File: src/rtl/game_pkg.sv
// rtl/game_pkg.sv - shared types and helpers for the memory-game round sequencer
package game_pkg;

   localparam int ITEM_W_DEF = 4;

   // Encodings double as the display_state values seen by the seven-segment path.
   typedef enum logic [2:0] {
      ST_IDLE   = 3'd0,
      ST_SHOW   = 3'd1,
      ST_GAP    = 3'd2,
      ST_RECALL = 3'd3,
      ST_DONE   = 3'd4
   } state_e;

   function automatic int clog2(input int n);
      int r;
      r = 0;
      while ((1 << r) < n) r++;
      return r;
   endfunction

endpackage

File: src/rtl/key_conditioner.sv
// rtl/key_conditioner.sv - synchronizer, debounce and press pulse for one active-low key
module key_conditioner
   import game_pkg::*;
#(
   parameter int DEBOUNCE_TICKS = 500000
) (
   input  logic clk,
   input  logic resetn,
   input  logic key_n_i,
   output logic press_o
);
   localparam int CNT_W = clog2(DEBOUNCE_TICKS + 1);

   logic [1:0]       sync_q, sync_d;
   logic             level_q, level_d;
   logic [CNT_W-1:0] cnt_q, cnt_d;
   logic             press_q, press_d;

   // cnt_q counts consecutive synced samples that disagree with the accepted level.
   always_comb begin
      sync_d  = {sync_q[0], key_n_i};
      level_d = level_q;
      cnt_d   = cnt_q;
      press_d = 1'b0;
      if (sync_q[1] == level_q) begin
         cnt_d = '0;
      end else if (cnt_q == CNT_W'(DEBOUNCE_TICKS - 1)) begin
         level_d = sync_q[1];
         cnt_d   = '0;
         press_d = ~sync_q[1];
      end else begin
         cnt_d = cnt_q + 1'b1;
      end
   end

   always_ff @(posedge clk or negedge resetn) begin
      if (!resetn) begin
         sync_q  <= 2'b11;
         level_q <= 1'b1;
         cnt_q   <= '0;
         press_q <= 1'b0;
      end else begin
         sync_q  <= sync_d;
         level_q <= level_d;
         cnt_q   <= cnt_d;
         press_q <= press_d;
      end
   end

   assign press_o = press_q;

endmodule

File: src/rtl/game_round_sequencer.sv
// rtl/game_round_sequencer.sv - round FSM: show items, collect guesses, emit hit/miss strobes
module game_round_sequencer
   import game_pkg::*;
#(
   parameter int SEQ_LEN        = 8,
   parameter int ITEM_W         = ITEM_W_DEF,
   parameter int SHOW_TICKS     = 25000000,
   parameter int GAP_TICKS      = 5000000,
   parameter int DEBOUNCE_TICKS = 500000,
   parameter int MAX_ROUNDS     = 10
) (
   input  logic              clk,
   input  logic              resetn,
   input  logic              start_key,
   input  logic              input_key,
   input  logic [ITEM_W-1:0] rand_item,
   input  logic [ITEM_W-1:0] guess,
   output logic [ITEM_W-1:0] item_out,
   output logic              item_valid,
   output logic [2:0]        display_state,
   output logic              score_valid,
   output logic              score_hit,
   output logic [3:0]        round,
   output logic              game_over
);
   localparam int TICK_MAX = (SHOW_TICKS > GAP_TICKS) ? SHOW_TICKS : GAP_TICKS;
   localparam int TICK_W   = (clog2(TICK_MAX) > 0) ? clog2(TICK_MAX) : 1;
   localparam int IDX_W    = clog2(SEQ_LEN);

   state_e              state_q, state_d;
   logic [TICK_W-1:0]   tick_q, tick_d;
   logic [IDX_W-1:0]    idx_q, idx_d;
   logic [IDX_W-1:0]    gcnt_q, gcnt_d;
   logic [ITEM_W-1:0]   slot_q [SEQ_LEN];
   logic [ITEM_W-1:0]   slot_d [SEQ_LEN];
   logic [SEQ_LEN-1:0]  used_q, used_d;
   logic [3:0]          round_q, round_d;
   logic                sv_q, sv_d;
   logic                sh_q, sh_d;
   logic                start_press, input_press;
   logic                hit;
   logic [SEQ_LEN-1:0]  hit_mask;

   key_conditioner #(.DEBOUNCE_TICKS(DEBOUNCE_TICKS)) u_start_key (
      .clk     (clk),
      .resetn  (resetn),
      .key_n_i (start_key),
      .press_o (start_press)
   );

   key_conditioner #(.DEBOUNCE_TICKS(DEBOUNCE_TICKS)) u_input_key (
      .clk     (clk),
      .resetn  (resetn),
      .key_n_i (input_key),
      .press_o (input_press)
   );

   // Lowest unused matching slot wins so duplicates are each consumed once.
   always_comb begin
      hit      = 1'b0;
      hit_mask = '0;
      for (int i = 0; i < SEQ_LEN; i++) begin
         if (!hit && !used_q[i] && slot_q[i] == guess) begin
            hit         = 1'b1;
            hit_mask[i] = 1'b1;
         end
      end
   end

   always_comb begin
      state_d = state_q;
      tick_d  = tick_q + 1'b1;
      idx_d   = idx_q;
      gcnt_d  = gcnt_q;
      slot_d  = slot_q;
      used_d  = used_q;
      round_d = round_q;
      sv_d    = 1'b0;
      sh_d    = 1'b0;
      unique case (state_q)
         ST_IDLE, ST_DONE: begin
            if (start_press && !game_over) begin
               state_d   = ST_SHOW;
               idx_d     = '0;
               slot_d[0] = rand_item;
            end
         end
         ST_SHOW: begin
            if (tick_q == TICK_W'(SHOW_TICKS - 1)) begin
               if (idx_q == IDX_W'(SEQ_LEN - 1)) begin
                  state_d = ST_RECALL;
                  gcnt_d  = '0;
                  used_d  = '0;
               end else begin
                  state_d = ST_GAP;
               end
            end
         end
         ST_GAP: begin
            if (tick_q == TICK_W'(GAP_TICKS - 1)) begin
               state_d       = ST_SHOW;
               idx_d         = idx_q + 1'b1;
               slot_d[idx_d] = rand_item;
            end
         end
         ST_RECALL: begin
            if (input_press) begin
               sv_d   = 1'b1;
               sh_d   = hit;
               used_d = used_q | hit_mask;
               gcnt_d = gcnt_q + 1'b1;
               if (gcnt_q == IDX_W'(SEQ_LEN - 1)) begin
                  state_d = ST_DONE;
                  round_d = (round_q == 4'(MAX_ROUNDS)) ? round_q : round_q + 4'd1;
               end
            end
         end
         default: state_d = ST_IDLE;
      endcase
      if (state_d != state_q) tick_d = '0;
   end

   always_ff @(posedge clk or negedge resetn) begin
      if (!resetn) begin
         state_q <= ST_IDLE;
         tick_q  <= '0;
         idx_q   <= '0;
         gcnt_q  <= '0;
         used_q  <= '0;
         round_q <= '0;
         sv_q    <= 1'b0;
         sh_q    <= 1'b0;
         for (int i = 0; i < SEQ_LEN; i++) slot_q[i] <= '0;
      end else begin
         state_q <= state_d;
         tick_q  <= tick_d;
         idx_q   <= idx_d;
         gcnt_q  <= gcnt_d;
         used_q  <= used_d;
         round_q <= round_d;
         sv_q    <= sv_d;
         sh_q    <= sh_d;
         slot_q  <= slot_d;
      end
   end

   assign item_valid    = (state_q == ST_SHOW);
   assign item_out      = item_valid ? slot_q[idx_q] : '0;
   assign display_state = state_q;
   assign score_valid   = sv_q;
   assign score_hit     = sh_q;
   assign round         = round_q;
   assign game_over     = (round_q == 4'(MAX_ROUNDS));

endmodule
File: config.mk
export PLATFORM = sky130hd
export DESIGN_NAME = game_round_sequencer
export DESIGN_NICKNAME = d
export VERILOG_FILES = /design/src/rtl/game_pkg.sv /design/src/rtl/key_conditioner.sv /design/src/rtl/game_round_sequencer.sv
export SDC_FILE = /design/constraint.sdc
export NUM_CORES = 1
export LEC_CHECK = 0
export CAP_MARGIN = 20
export CORE_MARGIN = 2
export CORE_UTILIZATION = 65
export DETAILED_ROUTE_END_ITERATION = 8
export DONT_BUFFER_PORTS = 1
export GPL_TIMING_DRIVEN = 0
export PLACE_DENSITY = 0.81
export SLEW_MARGIN = 30
export SYNTH_ARGS = -nofsm -noshare
export SYNTH_HDL_FRONTEND = slang
export SYNTH_HIERARCHICAL = 1
export SYNTH_SLANG_ARGS = --single-unit
File: constraint.sdc
create_clock -name clk -period 5.5 [get_ports clk]
set_input_delay 0.825 -clock clk [delete_from_list [all_inputs] [get_ports clk]]
set_output_delay 0.825 -clock clk [all_outputs]
set_load 0.05 [all_outputs]
Word level (Yosys, flattened, before mapping) --
Index checks and enable logic that the tools add are counted.
Storage, ports and cells: flip-flop bits (word level) 126, logic and storage cells 167
Cells by class: multiplexer cells 56, bitwise gates (word level) 8, order comparisons 3, reductions and logical operators 43, add/subtract/negate cells 6, equal/unequal tests 27
Operators with widths (number):
- two-way mux 19 bit | 4
- adder 19 x 1 -> 19 bit, second input constant | 2
- == test 19 bit, second input constant | 2
- bitwise mux 32 bit | 1
- == test 4 bit | 8
- two-way mux 32 bit | 1
- two-way mux 3 bit | 10
- adder 25 x 1 -> 25 bit, second input constant | 1
- == test 25 x 23 -> 1 bit, second input constant | 1
- == test 25 bit, second input constant | 1
- two-way mux 25 bit | 1
- two-way mux 1 bit | 24
- two-way mux 8 bit | 3
- two-way mux 4 bit | 5
- logical AND 1 bit | 17
- zero test 1 bit | 16
- one-hot mux 8 bit (2 select lines) | 1
- binary-select mux 4 bit (select 3 bit) | 1
- demux 4 bit (select 3 bit) | 1
- one-hot mux 3 bit (2 select lines) | 2
- one-hot mux 3 bit (4 select lines) | 1
- == test 3 bit, second input constant | 3
- >= comparator 4 bit, second input constant | 2
- inverter 3 -> 4 bit | 2
- 19 further kinds | 33

Depth between registers and ports, before layout --
depth after elaboration 34, depth in mapped cells 9, depth with buffers taken out 7

Hierarchy --
Netlist, hierarchy kept.
By module, submodules not included:
- game_round_sequencer | sequential area each 2001.9 um^2, times used 1, area each 4464.3 um^2, cells an instance 400
- key_conditioner | sequential area each 579.3 um^2, times used 2, area each 1122.3 um^2, cells an instance 110

Least setup slack after synthesis --
No wires, ideal clock.
path kind flip-flop to output port, start point register idx_q[0], end point output item_out[0], cell stages (with the launch flop) 6, slack 2.505 ns, arrival 2.170 ns, cells stage by stage dfrtp_1 -> clkbuf_1 -> clkbuf_1 -> mux4_2 -> mux2i_1 -> nor2_1
Between the ends: word-level cells in the longest chain between the ends 5
Ends and longest elaborated chain:
- start, declared | line game_round_sequencer.sv:32 | logic [IDX_W-1:0] idx_q, idx_d;
- start signal, assigned | line game_round_sequencer.sv:137 | idx_q <= idx_d;
- inverter 3 -> 4 bit (implied by the code) | line game_round_sequencer.sv:148 | assign item_out = item_valid ? slot_q[idx_q] : '0;
- binary-select mux 4 bit (select 3 bit) | line game_round_sequencer.sv:148
- two-way mux 4 bit (implied by the code) (2 in a row) | line game_round_sequencer.sv:148
- two-way mux 4 bit | line game_round_sequencer.sv:148
- end, declared | line game_round_sequencer.sv:18 | output logic [ITEM_W-1:0] item_out,
No other way between the ends. The select of a mux whose other input is x is not followed.

Worst setup path in the final report --
Same ends and word-level chain as after synthesis.

==> impl_metrics.json <==
{
  "die-area_um2": 11200,
  "grt_max_degree": 121,
  "netlist.area_leader.share": 0.448,
  "end_kind": "output port",
  "clk_transition_reported_paths_ps": 60,
  "rsz0062_at_grt": "false",
  "regArea_um2": 3160,
  "setup-tns-final_ps": 0,
  "finalPower_mw": 2.11,
  "ys_ff_latch": 126,
  "grt_pass1_vias": 4986,
  "synth_ff_type": "dfrtp_1",
  "maxCapViolCount": 0,
  "tightest_slew_ps": 939,
  "cp.required_ps": 4680,
  "vdd_drop_max_mv": 0.294,
  "first_iter_violations": 317,
  "synth_cell_type_count": 54,
  "leakage_nw": 3.04,
  "final_cell_count_no_fill": 789,
  "worstRegToRegCells": 8,
  "wirelength_mm": 14.5,
  "fp.coreArea_um2": 10200,
  "rows": 37,
  "place.gp.congestion": 0.892,
  "cp_max_fo": 10,
  "fill_cells": 710,
  "dpl-instance-area_um2": 6880,
  "cp.arrival_ps": 3140,
  "maxSlewViolCount": 0,
  "status": "completed",
  "worstSetupPathType": "reg2out",
  "hold_slack_ps": 126,
  "yosysMostFrequentCell": "dfrtp_1",
  "final_area_um2": 7490,
  "cp-start-kind": "flip-flop",
  "synthTopCellsByArea": "dfrtp_1 (45%), xnor2_1 (6.9%), mux2_2 (6.0%)",
  "async_flop_share": 1.00,
  "synthTopCellsByCount": "dfrtp_1 (120), nor2_1 (53), xnor2_1 (53)",
  "die_x_um": 106,
  "reg2reg_to": "gcnt_q[1]",
  "antenna_cells": 0,
  "final-hold-violation-count": 0,
  "power.density_nw_per_um2": 281,
  "root_buffer": "clkbuf_8",
  "dieHeight_um": 106,
  "grt_util_all_layers": 0.284,
  "cts_tree": "done",
  "via_per_inst": 6.20,
  "reg2reg_slack_ps": 2220,
  "fin_ws_ps": 1540,
  "htreeDepth": 4,
  "yosys_warnings": 6,
  "antenna_left": 0,
  "dp.cells": 756,
  "antenna_found_initial": 0,
  "seq_area_frac_synth": 0.471,
  "max_clock_freq_mhz": 252,
  "timing.final.crit_share": 0.721,
  "multi_input_area_um2": 3350,
  "ios": 27,
  "wl_per_cell_um": 18.4,
  "postCtsSetupBuffers": 0,
  "dp_slack_ps": 2130,
  "cts-hold-fix-buffers": 1,
  "fin_crit_ps": 3960,
  "drive_gt1_frac": 0.178,
  "numCtsBuffers": 17,
  "synth_largest_area_cell": "dfrtp_1",
  "max_slew_margin": 0.372,
  "grt_pass1_wl_mm": 24.7,
  "synth_area_um2": 6710,
  "nets": 661,
  "syn_nets": 641,
  "dr_total_vias": 4895,
  "area_growth_pct": 11.7,
  "hold_class": "in2async",
  "synth_cells": 620,
  "drc": 0,
  "synth_edf_count": 0,
  "hpwlAfterDp_mm": 9.45,
  "clock_latency_ps": 540,
  "cts_resized": 0,
  "gr-total-overflow": 0,
  "first_pass_iters": 4,
  "clockBufferDepth": 2,
  "port_buffers": 0,
  "finClkSkew_ps": 7.14,
  "clock-sinks": 126,
  "utilization": 0.736,
  "r2r-start": "display_state[0]",
  "setup_violations": 0,
  "start_util": 0.659,
  "post_synth.cell_area_avg_um2": 10.8
}
==> worst max-delay path, cell delays in order, from the launching register on <==
cell      delay (ps)
dfrtp_1          340
clkbuf_1         600
clkbuf_1         520
mux4_2           340
mux2i_1           70
nor2_1           720
==> state kept, by name (all words and copies together), names as in the netlist <==
signal,flops
score_valid,1
u_start_key/level_q,1
u_start_key/sync_q,2
u_input_key/sync_q,2
tick_q,25
u_input_key/cnt_q,19
u_input_key/level_q,1
score_hit,1
u_start_key/press_o,1
u_input_key/press_o,1
gcnt_q,3
display_state,3
used_q,8
idx_q,3
u_start_key/cnt_q,19
slot_q,32
round,4
==> area by class of cell <==
type                       count  share of cell area
multi-input combinational    447               0.448
clock buffer                  20              0.0595
timing repair buffer           1             0.00367
buffer                        29              0.0169
sequential                   126               0.422
tap                          136              0.0227
inverter                      18             0.00902
clock inverter                12              0.0185
==> per-layer routing <==
metal / global-route usage / up-vias / part of all wire
met1: 0.364 / 2449 / 0.42
met3: 0.0878 / 32 / 0.055
met5: 0 / - / 0
met2: 0.454 / 131 / 0.50
met4: 0.112 / 0 / 0.025
li1: - / 2283 / -
==> logic make-up after synthesis <==
kind of cell	count (synthesis)	synth area share
compound gates	60	0.0746
xor+xnor	90	0.117
fa+ha+maj	9	0.0168
buf+inv	47	0.0289
flops	126	0.471
mux	50	0.0962
simple gates	238	0.195
==> placed cells by master, fill, tap and decap left out, drive strengths merged, types with 3 or more instances in the layout <==
cell	n
nor3	26
and4	4
a31o	3
clkinvlp	4
xor2	37
mux4	8
nor4	13
o21ai	4
dfrtp	120
inv	18
xnor2	53
nand4	34
mux2i	6
or3	4
buf	15
nor4b	6
and3	8
clkinv	6
a21oi	9
nand2	36
nand3	37
a32o	3
mux2	36
ha	9
a211oi	27
dfstp	6
nor2	53
or4	4
clkbuf	35
==> worst max-delay path by stage <==
stage,from,to,cells past startpoint
2_1_floorplan,idx_q[0],item_out[0],5
3_3_place_gp,idx_q[0],item_out[0],5
3_5_place_dp,idx_q[0],item_out[0],5
4_1_cts,idx_q[0],item_out[0],5
5_1_grt,idx_q[0],item_out[0],5
6_report,idx_q[0],item_out[0],5
==> where the power goes <==
part           leakage, nW  internal [mW]  switching [mW]
logic                 1.08         0.0275          0.0451
clock network        0.273          0.670           0.414
registers             1.68          0.940          0.0112
Note: power is estimated with default switching activity, not from simulation.
